### src/rtl/fpnew_divsqrt_issue_queue.sv
// fpnew_divsqrt_issue_queue: in-order request FIFO in front of the iterative div/sqrt unit.
// Operands not NaN-boxed for the destination format are replaced by its canonical qNaN on enqueue.
module fpnew_divsqrt_issue_queue #(
    parameter logic [4:0]   FpFmtConfig = '1,
    parameter int unsigned  Depth       = 2,
    parameter type          TagType     = logic,
    parameter type          AuxType     = logic,
    localparam int unsigned Width = FpFmtConfig[1] ? 64 : FpFmtConfig[0] ? 32 :
                                    (FpFmtConfig[2] | FpFmtConfig[4]) ? 16 : 8,
    localparam int unsigned FillW = $clog2(Depth + 1),
    localparam int unsigned PtrW  = (Depth > 1) ? $clog2(Depth) : 1
) (
    input  logic                  clk_i,
    input  logic                  rst_ni,
    input  logic [1:0][Width-1:0] operands_i,
    input  logic [4:0][1:0]       is_boxed_i,
    input  logic [2:0]            rnd_mode_i,
    input  logic [3:0]            op_i,
    input  logic [2:0]            dst_fmt_i,
    input  TagType                tag_i,
    input  AuxType                aux_i,
    input  logic                  in_valid_i,
    output logic                  in_ready_o,
    input  logic                  flush_i,
    output logic [1:0][Width-1:0] operands_o,
    output logic [2:0]            rnd_mode_o,
    output logic [3:0]            op_o,
    output logic [2:0]            dst_fmt_o,
    output TagType                tag_o,
    output AuxType                aux_o,
    output logic                  out_valid_o,
    input  logic                  out_ready_i,
    output logic [FillW-1:0]      fill_o,
    output logic                  busy_o
);
    // FP64 is the widest format and is never substituted, so it has no entry here.
    function automatic logic [Width-1:0] qnan(input logic [2:0] fmt);
        return fmt == 3'd0 ? Width'(64'h7FC0_0000) :
               fmt == 3'd2 ? Width'(64'h7E00) :
               fmt == 3'd3 ? Width'(64'h7E) : Width'(64'h7FC0);
    endfunction

    logic [FillW-1:0]      count;
    logic [PtrW-1:0]       rd_ptr, wr_ptr;
    logic                  push, pop, can_sub;
    logic [1:0][Width-1:0] operands_san;
    logic [1:0][Width-1:0] ops_q [Depth];
    logic [2:0]            rnd_q [Depth];
    logic [3:0]            op_q  [Depth];
    logic [2:0]            fmt_q [Depth];
    TagType                tag_q [Depth];
    AuxType                aux_q [Depth];

    assign in_ready_o  = (count != FillW'(Depth)) & ~flush_i;
    assign out_valid_o = (count != '0) & ~flush_i;
    assign push        = in_valid_i & in_ready_o;
    assign pop         = out_valid_o & out_ready_i;
    assign fill_o      = count;
    assign busy_o      = count != '0;
    assign can_sub     = (dst_fmt_i == 3'd0 || dst_fmt_i == 3'd2 || dst_fmt_i == 3'd3 ||
                          dst_fmt_i == 3'd4) && FpFmtConfig[dst_fmt_i];

    always_comb begin
        for (int k = 0; k < 2; k++)
            operands_san[k] = (can_sub && !is_boxed_i[dst_fmt_i][k]) ? qnan(dst_fmt_i) : operands_i[k];
    end

    always_ff @(posedge clk_i) begin
        if (!rst_ni || flush_i) begin
            count  <= '0;
            rd_ptr <= '0;
            wr_ptr <= '0;
        end else begin
            count <= count + FillW'(push) - FillW'(pop);
            if (push)
                wr_ptr <= (wr_ptr == PtrW'(Depth - 1)) ? '0 : wr_ptr + 1'b1;
            if (pop)
                rd_ptr <= (rd_ptr == PtrW'(Depth - 1)) ? '0 : rd_ptr + 1'b1;
        end
    end

    always_ff @(posedge clk_i) begin
        if (push) begin
            ops_q[wr_ptr] <= operands_san;
            rnd_q[wr_ptr] <= rnd_mode_i;
            op_q[wr_ptr]  <= op_i;
            fmt_q[wr_ptr] <= dst_fmt_i;
            tag_q[wr_ptr] <= tag_i;
            aux_q[wr_ptr] <= aux_i;
        end
    end

    assign operands_o = ops_q[rd_ptr];
    assign rnd_mode_o = rnd_q[rd_ptr];
    assign op_o       = op_q[rd_ptr];
    assign dst_fmt_o  = fmt_q[rd_ptr];
    assign tag_o      = tag_q[rd_ptr];
    assign aux_o      = aux_q[rd_ptr];
endmodule

### config.mk
export PLATFORM = sky130hd
export DESIGN_NAME = fpnew_divsqrt_issue_queue
export DESIGN_NICKNAME = d
export VERILOG_FILES = /design/src/rtl/fpnew_divsqrt_issue_queue.sv
export SDC_FILE = /design/constraint.sdc
export NUM_CORES = 1
export LEC_CHECK = 0
export CORE_UTILIZATION = 53
export CTS_CLUSTER_SIZE = 28
export DETAILED_ROUTE_END_ITERATION = 16
export GPL_TIMING_DRIVEN = 0
export PLACE_DENSITY_LB_ADDON = 0.08
export SYNTH_ARGS = -nofsm -noshare
export SYNTH_HDL_FRONTEND = slang
export SYNTH_SLANG_ARGS = --single-unit
### constraint.sdc
create_clock -name clk_i -period 8.05 [get_ports clk_i]
set_input_delay 0.805 -clock clk_i [delete_from_list [all_inputs] [get_ports clk_i]]
set_output_delay 0.805 -clock clk_i [all_outputs]
set_load 0.02 [all_outputs]
### Yosys cells after proc, flatten, opt, wreduce, memory -nomap -nowiden

Memories as Yosys holds them, arrays and structs flattened. A register that Yosys moved wholly into a read port is not among the register bits.
Cells that the tools add are included.
W data, S select, Z words.

* flip-flop bits (word level): 4
* latch bits: 0
* RAM bits: 280
* ROM bits: 8
* input port bits: 155
* output and inout port bits: 145
* word-level logic and storage cells: 60
* memories kept: 7

Memories
* ops_q: depth 2, width 128, rd ports 1, clocked after Yosys merged registers in 1, write ports 1, line 47 `logic [1:0][Width-1:0] ops_q [Depth];`
* (name not given): depth 8, width 1, rd ports 1, clocked after Yosys merged registers in 0, write ports 0, line 61 `dst_fmt_i == 3'd4) && FpFmtConfig[dst_fmt_i];`
* op_q: depth 2, width 4, rd ports 1, clocked after Yosys merged registers in 1, write ports 1, line 49 `logic [3:0] op_q [Depth];`
* fmt_q: depth 2, width 3, rd ports 1, clocked after Yosys merged registers in 1, write ports 1, line 50 `logic [2:0] fmt_q [Depth];`
* rnd_q: depth 2, width 3, rd ports 1, clocked after Yosys merged registers in 1, write ports 1, line 48 `logic [2:0] rnd_q [Depth];`
* aux_q: depth 2, width 1, rd ports 1, clocked after Yosys merged registers in 1, write ports 1, line 52 `AuxType aux_q [Depth];`
* 1 more memories

* add/sub/neg operators: 4
* multiply operators: 0
* divide/modulo/power cells: 0
* $lt $le $gt $ge: 1
* equal/unequal tests: 4
* shift-type cells: 0
* muxes and demuxes: 24
* bitwise gates (word level): 5
* reductions and logical operators: 12

Operators with widths (number)
* $mux W64: 2
* $mux W31: 1
* $mux W15: 2
* $mux W1: 17
* $bmux W2 S3: 1
* $eq A3 B2 Y1 const B: 2
* $and A1 B1 Y1: 4
* $logic_or A1 B1 Y1: 4
* $lt A3 B4 Y1 const B: 1
* $eq A3 B3 Y1 const B: 1
* $logic_and A1 B1 Y1: 3
* $logic_not A1 Y1: 3
* $logic_not A3 Y1: 1
* $add A1 B1 Y1 const B: 2
* $add A2 B1 Y2: 1
* $mux W2: 1
* $ne A2 B2 Y1 const B: 1
* $reduce_bool A2 Y1: 1
* $sub A2 B1 Y2: 1
* $not A1 Y1: 1

### Logic depth before layout (Yosys ltp)

* word-level depth: 7
* mapped depth: 9
* mapped depth without buffers: 9

### Least setup slack after synthesis

Ideal clock, no wire load.

* path type: in2reg
* start: in flush_i
* end: mem aux_q[1] in the netlist's numbering (enable)
* library setup time: 0.517 ns
* arrival: 4.475 ns
* setup slack: 3.058 ns
* stages on the path: 2
* buffers on the path: 0
* cells stage by stage: nor2_1 > and3_1

* cells in the longest elaborated chain, start to end: 5

RTL lines
* from (decl): line 24 `input logic flush_i,`
* $not A1 Y1: line 54 `assign in_ready_o = (count != FillW'(Depth)) & ~flush_i;`
* $and A1 B1 Y1: line 54
* $and A1 B1 Y1: line 56 `assign push = in_valid_i & in_ready_o;`
* $mux W1: line 83 `if (push) begin`
* $mux W1 (not written as such): line 89 `aux_q[wr_ptr] <= aux_i;`
* to (decl): line 52

No other way between the ends.

==> impl_metrics.env <==
export IMPL_num_vias=6916
export IMPL_yosys_area_share_xor_xnor_pct=0.150
export IMPL_cp_max_fo=10
export IMPL_pin_count=300
export IMPL_fin_crit_sh_pct=46.5
export IMPL_grt_pass1_wl_um=37200
export IMPL_post_synth_cell_area_avg_sq_um=17.4
export IMPL_fin_hold_ws_ps=494
export IMPL_drt_total_wl_um=25100
export IMPL_drv_slew=0
export IMPL_worstPathArrival_ps=2940
export IMPL_fp_row_count=54
export IMPL_hold_path_class="reg -> reg"
export IMPL_skew_ps=13.9
export IMPL_ys_warn_count=0
export IMPL_crit_required_ps=7240
export IMPL_antenna_found_initial=0
export IMPL_status="completed"
export IMPL_peakVddDrop_uv=163
export IMPL_power_w=0.00340
export IMPL_clockBufferDepth=3
export IMPL_crit_path_start_kind="flop"
export IMPL_fin_crit_ps=3740
export IMPL_antenna_cells=0
export IMPL_worst_slew_pin_slew_ps=766
export IMPL_maxCapViolations=0
export IMPL_drt_iter0_markers=246
export IMPL_nNetsFinal=1163
export IMPL_ant_nets=0
export IMPL_clockRootBuffer="clkbuf_16"
export IMPL_grt_ovfl_total=0
export IMPL_synthesis_instances=672
export IMPL_fin_setup_tns_ps=0
export IMPL_yosysSeqAreaShare_pct=72.6
export IMPL_hpwl_um=16800
export IMPL_avgViaCountPerCell=5.28
export IMPL_worstSetupPathType="reg -> out"
export IMPL_initial_core_util_pct=53.8
export IMPL_grt_pass1_vias=6957
export IMPL_fmax_ghz=0.267
export IMPL_die_h_um=151
export IMPL_core_sq_mm=0.0218
export IMPL_switchingPower_w=0.000737
export IMPL_power_internal_w=0.00267
export IMPL_grt_max_degree=73
export IMPL_slew_headroom_pct=48.6
export IMPL_power_density_mw_per_mm2=212
export IMPL_hold_viol_final=0
export IMPL_synth_compound_area_share_pct=4.42
export IMPL_p_sw_share_pct=21.7
export IMPL_gp_congestion=0.769
export IMPL_cts_hold_buf=0
export IMPL_clkPwrFrac_pct=38.4
export IMPL_synth_top_family_by_area="multiplexers"
export IMPL_numClockSinks=285
export IMPL_finalSetupViolations=0
export IMPL_ys_types=37
export IMPL_ctsResizeCount=0
export IMPL_fillers=1418
export IMPL_endpoint_kind="output pin"
export IMPL_combPwrFrac_pct=11.5
export IMPL_cts_tree="built"
export IMPL_clkSlewWorstSetupHoldPaths_ps=60
export IMPL_muxShareOfSynthArea_pct=13.8
export IMPL_post_route_drc_count=0
export IMPL_synth_area_sq_mm=0.0117
export IMPL_finalInstanceArea_sq_mm=0.0161
export IMPL_cts_inserted_buffers=30
export IMPL_drtPass1Iterations=5
export IMPL_clock_latency_ps=550
export IMPL_synthAdderAreaFrac_pct=0.214
export IMPL_layout_drive_gt1_share_pct=21.3
export IMPL_rsz0062_at_grt="no"
export IMPL_yosys_area_share_simple_pct=6.73
export IMPL_cts_htree_levels=1
export IMPL_area_growth_pct=37.4
export IMPL_dpl_instance_area_sq_mm=0.0151
export IMPL_portBuffers=299
export IMPL_synth_seq_cells=285
export IMPL_wire_per_inst_um=19.2
export IMPL_synthesis_nets=829
export IMPL_p_seq_share_pct=50.2
export IMPL_postCtsSetupRepairBufs=0
export IMPL_dieArea_sq_mm=0.0227
export IMPL_die_w_um=151
export IMPL_p_leak_nw=5.68
export IMPL_groute_usage_overall_pct=21.7
==> cells by family after synthesis <==
logic type | Yosys count
adders and majority gates | 2
xor gates and xnor gates | 2
muxes | 144
AOI/OAI and AO/OA | 69
and+or+nand+nor | 119
DFF | 285
buffers and inverters | 51
==> metal layers <==
metal | global-route usage [%] | up-vias | share of wire (%)
met5 | 0 | - | 0
met4 | 5.90 | 0 | 1.9
met2 | 37.0 | 235 | 50
met1 | 27.1 | 3427 | 40
li1 | - | 3217 | -
met3 | 6.12 | 37 | 7.8
==> placed cells by master, fill, tap and decap left out, types with 4 or more instances in the layout <==
master	n
a21boi_1	12
a21o_1	28
a21oi_1	7
and2_1	84
buf_1	4
buf_2	22
clkbuf_1	7
clkbuf_16	31
clkdlybuf4s50_1	299
clkinv_1	11
dfxtp_1	5
edfxtp_1	280
inv_1	17
mux2_2	140
mux2i_1	4
nand2b_1	4
nor2_1	9
o21ai_0	7
o2bb2ai_1	4
==> metrics by stage <==
step                cells  worst slack, ps  utilization [%]
floorplan             672             3060                -
global placement     1251              876             69.2
detailed placement   1254             4740             69.6
CTS                  1309             4200             73.9
global route         1309             4170             73.9
finish               1309             4310             73.9
==> worst paths after layout <==
kind	startpoint	depth (start not counted)	end	slack (ps)
hold reg to reg	wr_ptr$_SDFFE_PP0P_	2	wr_ptr$_SDFFE_PP0P_	490
setup reg to reg	fill_o[1]$_SDFF_PP0_	4	ops_q[0][116]$_DFFE_PP_	5700
hold / removal	wr_ptr$_SDFFE_PP0P_	2	wr_ptr$_SDFFE_PP0P_	490
setup / recovery	flop	5	dst_fmt_o[1]	4310
==> final cells by class <==
cell class	instances	area, sq um	share of cell area, %
Multi-Input combinational cell	336	2970	18.5
Clock buffer	35	791	4.92
Tap cell	280	350	2.18
Buffer	33	170	1.06
Clock inverter	20	148	0.918
Timing Repair Buffer	302	3080	19.1
Sequential cell	285	8510	52.9
Inverter	18	72.6	0.451
==> synthesized netlist by cell type <==
master	count	share of area [%]
nor2b_1	2	0.11
a21o_1	28	1.8
inv_1	18	0.58
nand2b_1	4	0.21
and3_1	4	0.21
nor2_1	9	0.29
buf_2	22	0.94
clkbuf_1	3	0.096
a21boi_1	12	0.77
dfxtp_1	5	0.85
a311oi_1	2	0.15
o31ai_1	1	0.064
ha_1	2	0.21
nor3_1	3	0.13
nor4b_4	2	0.41
buf_1	4	0.13
o21ai_0	7	0.30
nand3b_1	1	0.064
nand2_1	2	0.064
o2bb2ai_1	4	0.30
edfxtp_1	280	72
mux2i_1	4	0.34
xor2_1	2	0.15
buf_4	3	0.19
and3b_1	2	0.15
nor3b_1	2	0.13
o21bai_1	2	0.13
buf_6	1	0.096
mux2_2	140	13
a22oi_1	2	0.13
a21oi_2	2	0.15
a211oi_4	2	0.34
or4_1	1	0.064
a21oi_1	7	0.30
and2_1	84	4.5
nor4_4	2	0.36
or3_1	1	0.053
==> critical path, cell delays in order, from the launching register on <==
cell,delay [ps]
dfxtp_1,300
clkbuf_1,160
clkbuf_1,560
buf_2,410
mux2_2,370
clkdlybuf4s50_1,590
==> sequential cells by signal, summed over array words and instances (netlist names), named ones only <==
| name | flops |
|---|---|
| tag_q | 2 |
| rnd_q | 6 |
| fill_o | 2 |
| ops_q | 256 |
| aux_q | 2 |
| rd_ptr | 1 |
| op_q | 8 |
| wr_ptr | 1 |
| fmt_q | 6 |
==> power groups by stage <==
| stage | Clock [W] | Sequential (W) | Combinational [W] |
|---|---|---|---|
| final | 0.00131 | 0.00171 | 0.000391 |
| after global routing | 0.00138 | 0.00171 | 0.000419 |
| after CTS | 0.00133 | 0.00171 | 0.000394 |
| after detailed placement | 0 | 0.00174 | 0.000391 |
| after global placement | 0 | 0.00174 | 0.000381 |
| after floorplan | 0 | 0.00174 | 0.000191 |
(Power assumes the default switching activity.)
